**src/rtl/awp_shloop.sv**
```systemverilog
// AWP shift-loop sequencer: drives the FIC loop counter and the mantissa shifter
// for fixed-count shifts and normalize loops, and reports the shifts performed.
module awp_shloop (
  input  logic       clk_sys,
  input  logic       rab,
  input  logic       start,
  input  logic [1:0] op,
  input  logic [5:0] cnt_in,
  input  logic       fic,
  input  logic       nrm,
  input  logic       zero,
  output logic       fic_load,
  output logic [5:0] fic_in,
  output logic       fic_cda,
  output logic       shr,
  output logic       shl,
  output logic       busy,
  output logic       done,
  output logic [5:0] shifts,
  output logic       zm,
  output logic       lim
);

  localparam int unsigned CntW = 6;

  localparam logic [1:0] OpFixR = 2'b00;
  localparam logic [1:0] OpNorm = 2'b10;
  localparam logic [1:0] OpNop  = 2'b11;

  typedef enum logic [1:0] {
    S_IDLE = 2'b00,
    S_LOAD = 2'b01,
    S_RUN  = 2'b10,
    S_DONE = 2'b11
  } state_t;

  state_t            state_q;
  logic [1:0]        op_q;
  logic [CntW-1:0]   cnt_q;
  logic [CntW-1:0]   shifts_q;
  logic              zm_q;
  logic              lim_q;

  logic              norm_c;
  logic              step_c;
  logic              run_c;

  // One shift step happens in RUN unless a termination condition holds.
  always_comb begin
    norm_c = (op_q == OpNorm);
    run_c  = (state_q == S_RUN);
    step_c = 1'b0;
    if (run_c) begin
      if (norm_c) step_c = fic && !zero && !nrm;
      else        step_c = fic;
    end
  end

  // Strobes and status are forced low while reset is held, even mid-operation.
  assign fic_load = !rab && (state_q == S_LOAD);
  assign fic_cda  = !rab && step_c;
  assign shr      = !rab && step_c && (op_q == OpFixR);
  assign shl      = !rab && step_c && (op_q != OpFixR);
  assign busy     = !rab && (state_q != S_IDLE);
  assign done     = !rab && (state_q == S_DONE);
  assign fic_in   = rab ? CntW'(0) : cnt_q;
  assign shifts   = rab ? CntW'(0) : shifts_q;
  assign zm       = !rab && zm_q;
  assign lim      = !rab && lim_q;

  always_ff @(posedge clk_sys) begin
    if (rab) begin
      state_q  <= S_IDLE;
      op_q     <= 2'b00;
      cnt_q    <= CntW'(0);
      shifts_q <= CntW'(0);
      zm_q     <= 1'b0;
      lim_q    <= 1'b0;
    end else begin
      case (state_q)
        S_IDLE: begin
          if (start) begin
            op_q     <= op;
            cnt_q    <= cnt_in;
            shifts_q <= CntW'(0);
            zm_q     <= 1'b0;
            lim_q    <= 1'b0;
            state_q  <= (op == OpNop) ? S_DONE : S_LOAD;
          end
        end
        S_LOAD: state_q <= S_RUN;
        S_RUN: begin
          if (step_c) begin
            shifts_q <= shifts_q + CntW'(1);
          end else begin
            state_q <= S_DONE;
            // zero outranks nrm, nrm outranks the limit
            if (norm_c) begin
              if (zero)      zm_q  <= 1'b1;
              else if (!nrm) lim_q <= 1'b1;
            end
          end
        end
        S_DONE: state_q <= S_IDLE;
        default: state_q <= S_IDLE;
      endcase
    end
  end

endmodule

```
**config.mk**
```make
export PLATFORM = sky130hd
export DESIGN_NAME = awp_shloop
export DESIGN_NICKNAME = d
export VERILOG_FILES = /design/src/rtl/awp_shloop.sv
export SDC_FILE = /design/constraint.sdc
export NUM_CORES = 1
export LEC_CHECK = 0
export CAP_MARGIN = 10
export CELL_PAD_IN_SITES_DETAIL_PLACEMENT = 2
export CELL_PAD_IN_SITES_GLOBAL_PLACEMENT = 2
export CORE_MARGIN = 1
export CORE_UTILIZATION = 26
export DETAILED_ROUTE_END_ITERATION = 6
export GPL_ROUTABILITY_DRIVEN = 0
export PLACE_DENSITY = 0.94
export SLEW_MARGIN = 10
export SYNTH_ARGS = -nofsm -noshare
export SYNTH_HDL_FRONTEND = slang
export SYNTH_SLANG_ARGS = --single-unit
```
**constraint.sdc**
```tcl
create_clock -name clk_sys -period 3.55 [get_ports clk_sys]
set_input_delay 0.8875 -clock clk_sys [delete_from_list [all_inputs] [get_ports clk_sys]]
set_output_delay 0.8875 -clock clk_sys [all_outputs]
set_load 0.02 [all_outputs]
```
# Word level (Yosys, flattened, before mapping)
# Cells that the tools add are included.
[classes]
addsub = 1
n_eq_ne = 12
muxes = 21
n_reduce_logical = 23
[ops]
columns = ["op", "count"]
rows = [
  ["$mux W6", 4],
  ["$ne A2 B2 Y1 const B", 7],
  ["$pmux W6 S2", 1],
  ["$logic_and A1 B1 Y1", 10],
  ["$mux W1", 10],
  ["$eq A2 B2 Y1 const B", 4],
  ["$pmux W2 S4", 1],
  ["$add A6 B1 Y6 const B", 1],
  ["$mux W2", 3],
  ["$reduce_and A6 Y1", 1],
  ["$reduce_bool A2 Y1", 3],
  ["$reduce_and A5 Y1", 1],
  ["$logic_not A2 Y1", 2],
  ["$pmux W1 S2", 2],
  ["$reduce_and A2 Y1", 2],
  ["$logic_not A1 Y1", 3],
  ["$reduce_and A3 Y1", 1],
  ["$eq A2 B1 Y1 const B", 1],
]
[word_totals]
regBits = 18
inputBits = 14
output_inout_bits = 20
wordCells = 63

# Logic depth before layout (Yosys ltp)
[logic_depth]
depth_word = 7
mapped_depth = 8
depth_no_buf = 6

# Least setup slack after synthesis
# No wires, ideal clock.
[synth_path]
path_kind = "in2out"
startpoint = "in zero"
endpoint = "out shl"
t_arrival_ns = 1.949
required_time_ns = 2.663
slack_ns = 0.713
path_stages = 4
n_path_buf = 0
path_cell_list = "or2_4 > a21o_2 > nor2_1 > o21a_1"
[synth_via]
elab_chain_cells = 7
[synth_rtl]
columns = ["element", "line", "source"]
rows = [
  ["start, declared", "11", "input logic zero,"],
  ["$logic_not A1 Y1", "54", "if (norm_c) step_c = fic && !zero && !nrm;"],
  ["$logic_and A1 B1 Y1 (2 in a row)", "54", ""],
  ["$mux W1", "54", ""],
  ["$mux W1", "53", "if (run_c) begin"],
  ["$logic_and A1 B1 Y1", "n/a", ""],
  ["net fic_cda", "14", "output logic fic_cda,"],
  ["$logic_and A1 B1 Y1", "63", "assign shl = !rab && step_c && (op_q != OpFixR);"],
  ["end, declared", "16", "output logic shl,"],
]
# The timed path passes the listed nets, and every way through them passes these cells.

# Worst setup path in the final report
[layout_path]
startpoint = "in fic"
endpoint = "out shr"
[layout_via]
elab_chain_cells = 6
[layout_rtl]
columns = ["element", "line", "source"]
rows = [
  ["start, declared", "9", "input logic fic,"],
  ["$logic_and A1 B1 Y1 (2 in a row)", "54", ""],
  ["$mux W1 (*)", "54", ""],
  ["$mux W1 (*)", "53", ""],
  ["$logic_and A1 B1 Y1 (*) (2 in a row)", "62", "assign shr = !rab && step_c && (op_q == OpFixR);"],
  ["end, declared", "15", "output logic shr,"],
]
# Mark *: on every way between the ends. The rest lies on a longest branch, timed or not.

==> results.json <==
{
  "fin_tns_setup_ns": 0,
  "ctsHtreeMaxLevel": 1,
  "setup_violators_final": 0,
  "fin_crit_sh_pct": 94.5,
  "clkTransAtPathRegs_ns": 0.07,
  "num-fill-cells": 452,
  "fmax_mhz": 298,
  "wirelength_um": 3300,
  "cts.repair_timing.setup_buffer_count": 0,
  "postSynth.topFlopCell": "dfxtp_1",
  "start_kind": "primary input",
  "cp_common_cell": "clkdlybuf4s50_1",
  "seq_area_sq_um": 360,
  "grt_util_all_layers_pct": 17.4,
  "finish.instance_area_sq_um": 1450,
  "lkg_pwr_nw": 0.531,
  "core_area_sq_um": 3690,
  "final_max_slew_violation_count": 0,
  "yosys-top-cells-area": "dfxtp_1 (36%), nor2b_1 (11%), nand2_1 (8.9%)",
  "number_of_warning_messages_in_the_yosys_log": 0,
  "worst_setup_path_type": "primary input to primary output",
  "ranking_of_synthesized_cells_by_instance_count": "nand2_1 (24), dfxtp_1 (18), nor2b_1 (18), a21oi_1 (17), o21ai_0 (7)",
  "worst_path_max_fanout": 3,
  "tritoncts_clock_tree": "built",
  "route.detailed.drc": 0,
  "ctsResizeCount": 2,
  "cts-buffers-inserted": 3,
  "total_area_of_multi_input_combinational_cells_sq_um": 598,
  "antennaDiodeCount": 0,
  "crit_buf_inv": 2,
  "cpMaxStageDelayCell": "clkdlybuf4s50_1",
  "end_kind": "primary output",
  "ctsLongestPathBuffers": 2,
  "floorplan.die.width_um": 64.4,
  "crit_path_max_delay_family": "buffers and inverters",
  "cts_hold_repair.buffers": 0,
  "worst_ep_arrival_time_ns": 2.47,
  "grt_setup_unrepaired": "no",
  "drv_cap": 0,
  "finalClockSkew_ns": 0.00394,
  "worstPathRequired_ns": 2.66,
  "area_growth_syn_to_layout_pct": 43.8,
  "outcome": "finished clean",
  "yosysSeqAreaShare_pct": 35.6,
  "post-synth-top-area-fraction_pct": 35.6,
  "drt-pass1-iter-count": 3,
  "post_dp_cell_area_sq_um": 1400,
  "slew_headroom_pct": 74.3,
  "clk_latency_ns": 0.27,
  "globalRouteOverflowTotal": 0,
  "netlist-cell-type-count": 28,
  "synth_nets": 148,
  "final_layout_size_suffix_gt1_share_pct": 8.54,
  "postSynthAreaPerCell_sq_um": 7.90,
  "worst_slew_pin_slew_ns": 0.382,
  "p_per_area_nw_per_um2": 368,
  "detailroute.via_count": 1020,
  "post_drt_via_cell_ratio": 4.81,
  "wire_length_of_the_first_global_routing_pass_um": 5320,
  "die_area_sq_um": 4140,
  "cts.root.buffer_cell": "clkbuf_8",
  "path_cells": "clkdlybuf4s50_1, nand2_1, nor4_1, clkdlybuf4s50_1",
  "vias_in_the_first_global_route": 1112,
  "finalHoldViolCount": 0,
  "yosysTopAreaCell": "dfxtp_1",
  "ys_ff_latch": 18,
  "port_buffers": 33,
  "pin_count": 34,
  "post-dp-hpwl_um": 2410,
  "grt_antenna_before_repair": 0,
  "min-delay-path-class": "register to register",
  "number_of_sinks_on_the_clock_net": 18,
  "drtIter0Drc": 36,
  "peakVddDrop_mv": 0.122,
  "num_rows": 22,
  "timing.final.crit_period_ns": 3.36,
  "critPathMaxStageDelay_ns": 0.68,
  "most_used_standard_cell_by_instance_count_after_synthesis": "nand2_1",
  "layout.nets": 185,
  "post_synth_inst_count": 128,
  "routed_wire_length_per_instance_um": 15.5,
  "async_flop_share_pct": 0,
  "mapped_cell_area_sq_um": 1010,
  "dieHeight_um": 64.4,
  "ant_nets": 0,
  "initial_utilization_pct": 27.4,
  "synth-edff-count": 0,
  "largest_net_degree_at_the_start_of_global_routing": 24
}
-- cells in the final DEF, fill, tap and decap left out --
master | netlist | routed
dlygate4sd2_1 | 0 | 2
buf_4 | 0 | 5
ha_1 | 6 | 6
nand2_1 | 24 | 24
a21oi_1 | 17 | 17
o21ai_0 | 7 | 7
a41oi_1 | 2 | 2
or2_2 | 2 | 2
nand3_1 | 2 | 2
or3b_1 | 1 | 1
inv_1 | 4 | 4
or2_4 | 1 | 1
nor4_1 | 1 | 1
or3_1 | 5 | 5
and4_1 | 1 | 1
nor2b_1 | 18 | 18
nor2_1 | 3 | 3
a311oi_1 | 1 | 1
and2_1 | 1 | 1
nor2b_4 | 1 | 1
nand2b_1 | 1 | 1
a31oi_1 | 1 | 1
a21o_2 | 1 | 1
clkbuf_8 | 0 | 4
clkdlybuf4s50_1 | 0 | 31
a211oi_1 | 1 | 1
dfxtp_1 | 18 | 18
mux2i_1 | 1 | 1
o21a_1 | 1 | 1
a311o_1 | 1 | 1
-- tightest hold or removal path: stages (launching register included) --
cell	delay, ns
dfxtp_1	0.31
nand2_1	0.05
a21oi_1	0.06
-- sequential cells by signal, summed over array words and instances, names as in the netlist --
signal    cells
shifts_q      6
zm_q          1
lim_q         1
state_q       2
op_q          2
cnt_q         6
-- power breakdown --
| part | switching, mW | leakage, nW | internal, mW |
|---|---|---|---|
| registers | 0.00938 | 0.147 | 0.214 |
| clock network | 0.0810 | 0.0288 | 0.0991 |
| logic | 0.0737 | 0.355 | 0.0574 |
| total | 0.164 | 0.531 | 0.370 |
-- metal layers --
layer	up-vias	GRT usage [%]	wire [um]
met3	4	2.14	85
met1	492	20.2	1430
met4	0	9.17	76
met5	-	0	0
li1	503	-	-
met2	21	30.8	1710
-- area by class of cell --
| type | instances | area share, % |
|---|---|---|
| Clock buffer | 4 | 3.79 |
| Inverter | 4 | 1.03 |
| Multi-Input combinational cell | 100 | 41.1 |
| Sequential cell | 18 | 24.8 |
| Tap cell | 48 | 4.13 |
| Timing Repair Buffer | 38 | 25.1 |
-- stage by stage --
| stage | util (%) | hold WS [ns] | cells | power, mW | setup slack [ns] |
|---|---|---|---|---|---|
| 2_1_floorplan | - | 0.432 | 128 | 0.311 | 0.713 |
| 3_3_place_gp | 38.0 | 0.441 | 208 | 0.351 | 0.0157 |
| 3_5_place_dp | 38.0 | 0.459 | 208 | 0.360 | -0.0317 |
| 4_1_cts | 39.4 | 0.470 | 212 | 0.540 | 0.171 |
| 5_1_grt | 39.4 | 0.491 | 212 | 0.561 | 0.132 |
| 6_report | 39.4 | 0.467 | 212 | 0.534 | 0.194 |
-- path summary, 6_finish.rpt --
path	startpoint	to	slack [ns]	depth (start not counted)
max reg2reg	state_q[1]	shifts_q[4]	1.48	6
min reg2reg	cnt_q[4]	cnt_q[4]	0.47	2
max	fic	shr	0.19	4
min	cnt_q[4]	cnt_q[4]	0.47	2
-- cells by family (layout without fill, tap and decap cells) --
| logic type | Yosys count | in the layout | synth area share [%] |
|---|---|---|---|
| AOI/OAI and AO/OA | 32 | 32 | 18.4 |
| adders and majority gates | 6 | 6 | 7.43 |
| buffers and inverters | 10 | 46 | 5.20 |
| DFF | 18 | 18 | 35.6 |
| muxes | 1 | 1 | 0.990 |
| and+or+nand+nor | 61 | 61 | 32.3 |
(Power assumes the default switching activity.)
==> variant (same flow settings) <==
The 4 states of `state_t` get a Gray code encoding in 2 bits.
--- a/src/rtl/awp_shloop.sv
+++ b/src/rtl/awp_shloop.sv
@@ -32,4 +32,4 @@
     S_LOAD = 2'b01,
-    S_RUN  = 2'b10,
-    S_DONE = 2'b11
+    S_RUN  = 2'b11,
+    S_DONE = 2'b10
   } state_t;
Check against the original RTL: no difference found for any inputs over 10 cycles, from zero or initial values; not proved beyond that.
==> variant against the unedited design <==
Total power down 19%. Sequential cell count unchanged. Wire length is 18% lower. Global-route usage fell by 1.2 points. Worst setup slack got worse by 88 ps. Fmax fell by 2.5%. Clock power is 29% lower. Synthesized area shrank 7.8%. Count of clock-buffer cells in the layout unchanged. Critical path depth increased by 2. Non-clock buffer count up 1. Final area decreased by 5.2%. Critical path type unchanged.
==> variant: results (changes against the unedited design) <==
| Metric | Value |
|---|---|
| Ratio of cells with drive above 1 in the final layout | 0.127 (+0.0414) |
| Clock Root Buffer | clkbuf_4 |
| Max VDD drop | 0.197 mV (+62%) |
| Global-route track usage on met2 | 0.315 (+0.00701) |
| CP Capture Point | shl |
| Top post-synthesis cells by area | dfxtp_1 (39%), mux2i_1 (11%), nor2b_1 (9.4%) |
| Worst Max-Slew Pin Slew | 304 ps (-78.0 ps) |
| Crit-path max FO | 5 (+2) |
| TritonRoute pass-1 iters | 2 (-1) |
| Status | completed |
| Dpl cell area | 1340 sq um (-4.2%) |
| R2r setup slk | 2220 ps (+740 ps) |
| Worst r2r path cells | 4 (-2) |
| Seq/Total Area, Yosys | 0.387 (+0.0301) |
| Synthesized net count | 120 (-19%) |
| Detailed placement HPWL | 2.07 mm (-14%) |
| Vias in the first global route | 967 (-13%) |
| First-pass GRT wire length | 4.42 mm (-17%) |
| Initial DRC count | 6 (-83%) |
| GRT Total Usage | 0.162 (-0.0124) |
| Hold Crit Start | zm_q |
| Via-to-Cell Ratio | 4.63 (-3.8%) |
| R2r endpoint | lim_q |
| Synth Area in XOR/XNOR | 0.0376 (+0.0376) |
| Post-Synth Adder-Cell Area | 0.0134 (-0.0608) |
| Switching share of power | 0.266 (-0.0406) |
| Largest net degree at the start of global routing | 23 (-4.2%) |
| Top post-synthesis cells by count | nor2_1 (22), dfxtp_1 (18), nor2b_1 (14) |
| WP data arrival | 2560 ps (+90 ps) |
| Nets | 158 (-15%) |
| Distinct cell type count after synthesis | 31 (+11%) |
| Compound-Gate Fraction of Synth Area | 0.113 (-0.0717) |
| Metal-1 WL | 1.11 mm (-22%) |
| Met3 WL post-DR | 138 um (+62%) |
| Critical path's largest stage delay | 600 ps (-80 ps) |
| Leak Pwr | 0.521 nW (-1.8%) |
| Worst-skew pair later-pin latency | 290 ps (+20 ps) |
| Worst clock skew | 0.681 ps (-3.26 ps) |
| Grt met1 use | 0.168 (-0.0344) |
| Clock transition at path regs | 100 ps (+30 ps) |
## variant: cell types whose count changed after synthesis, sizes merged, moves of 3 or more
cell    before  now
nand2       24    1
nor2         3   24
a21oi       17    3
mux2i        1   10
ha           6    1
nor2b       19   14
o21ai        7    2
or3          5    0
o211ai       0    4
xor2         0    4
and3         0    3
## variant: stage by stage
stage / std cells / power, mW / util / worst slack [ps] / hold WS, ps
4_1_cts: 188 / 0.444 / 0.407 / 83.7 / 500
3_5_place_dp: 184 / 0.313 / 0.396 / 99.6 / 472
5_1_grt: 188 / 0.465 / 0.407 / 46.4 / 539
3_3_place_gp: 184 / 0.308 / 0.396 / 147 / 440
6_report: 188 / 0.435 / 0.407 / 106 / 495
2_1_floorplan: 105 / 0.272 / - / 927 / 429
## variant: cell type report
cell class | instances | area (sq um)
multi-input cells | 79 | 529
well taps | 46 | 57.6
repair buffers | 39 | 388
clock buffers | 4 | 36.3
inverters | 2 | 7.51
flip-flops and latches | 18 | 360
fillers | 386 | 2010
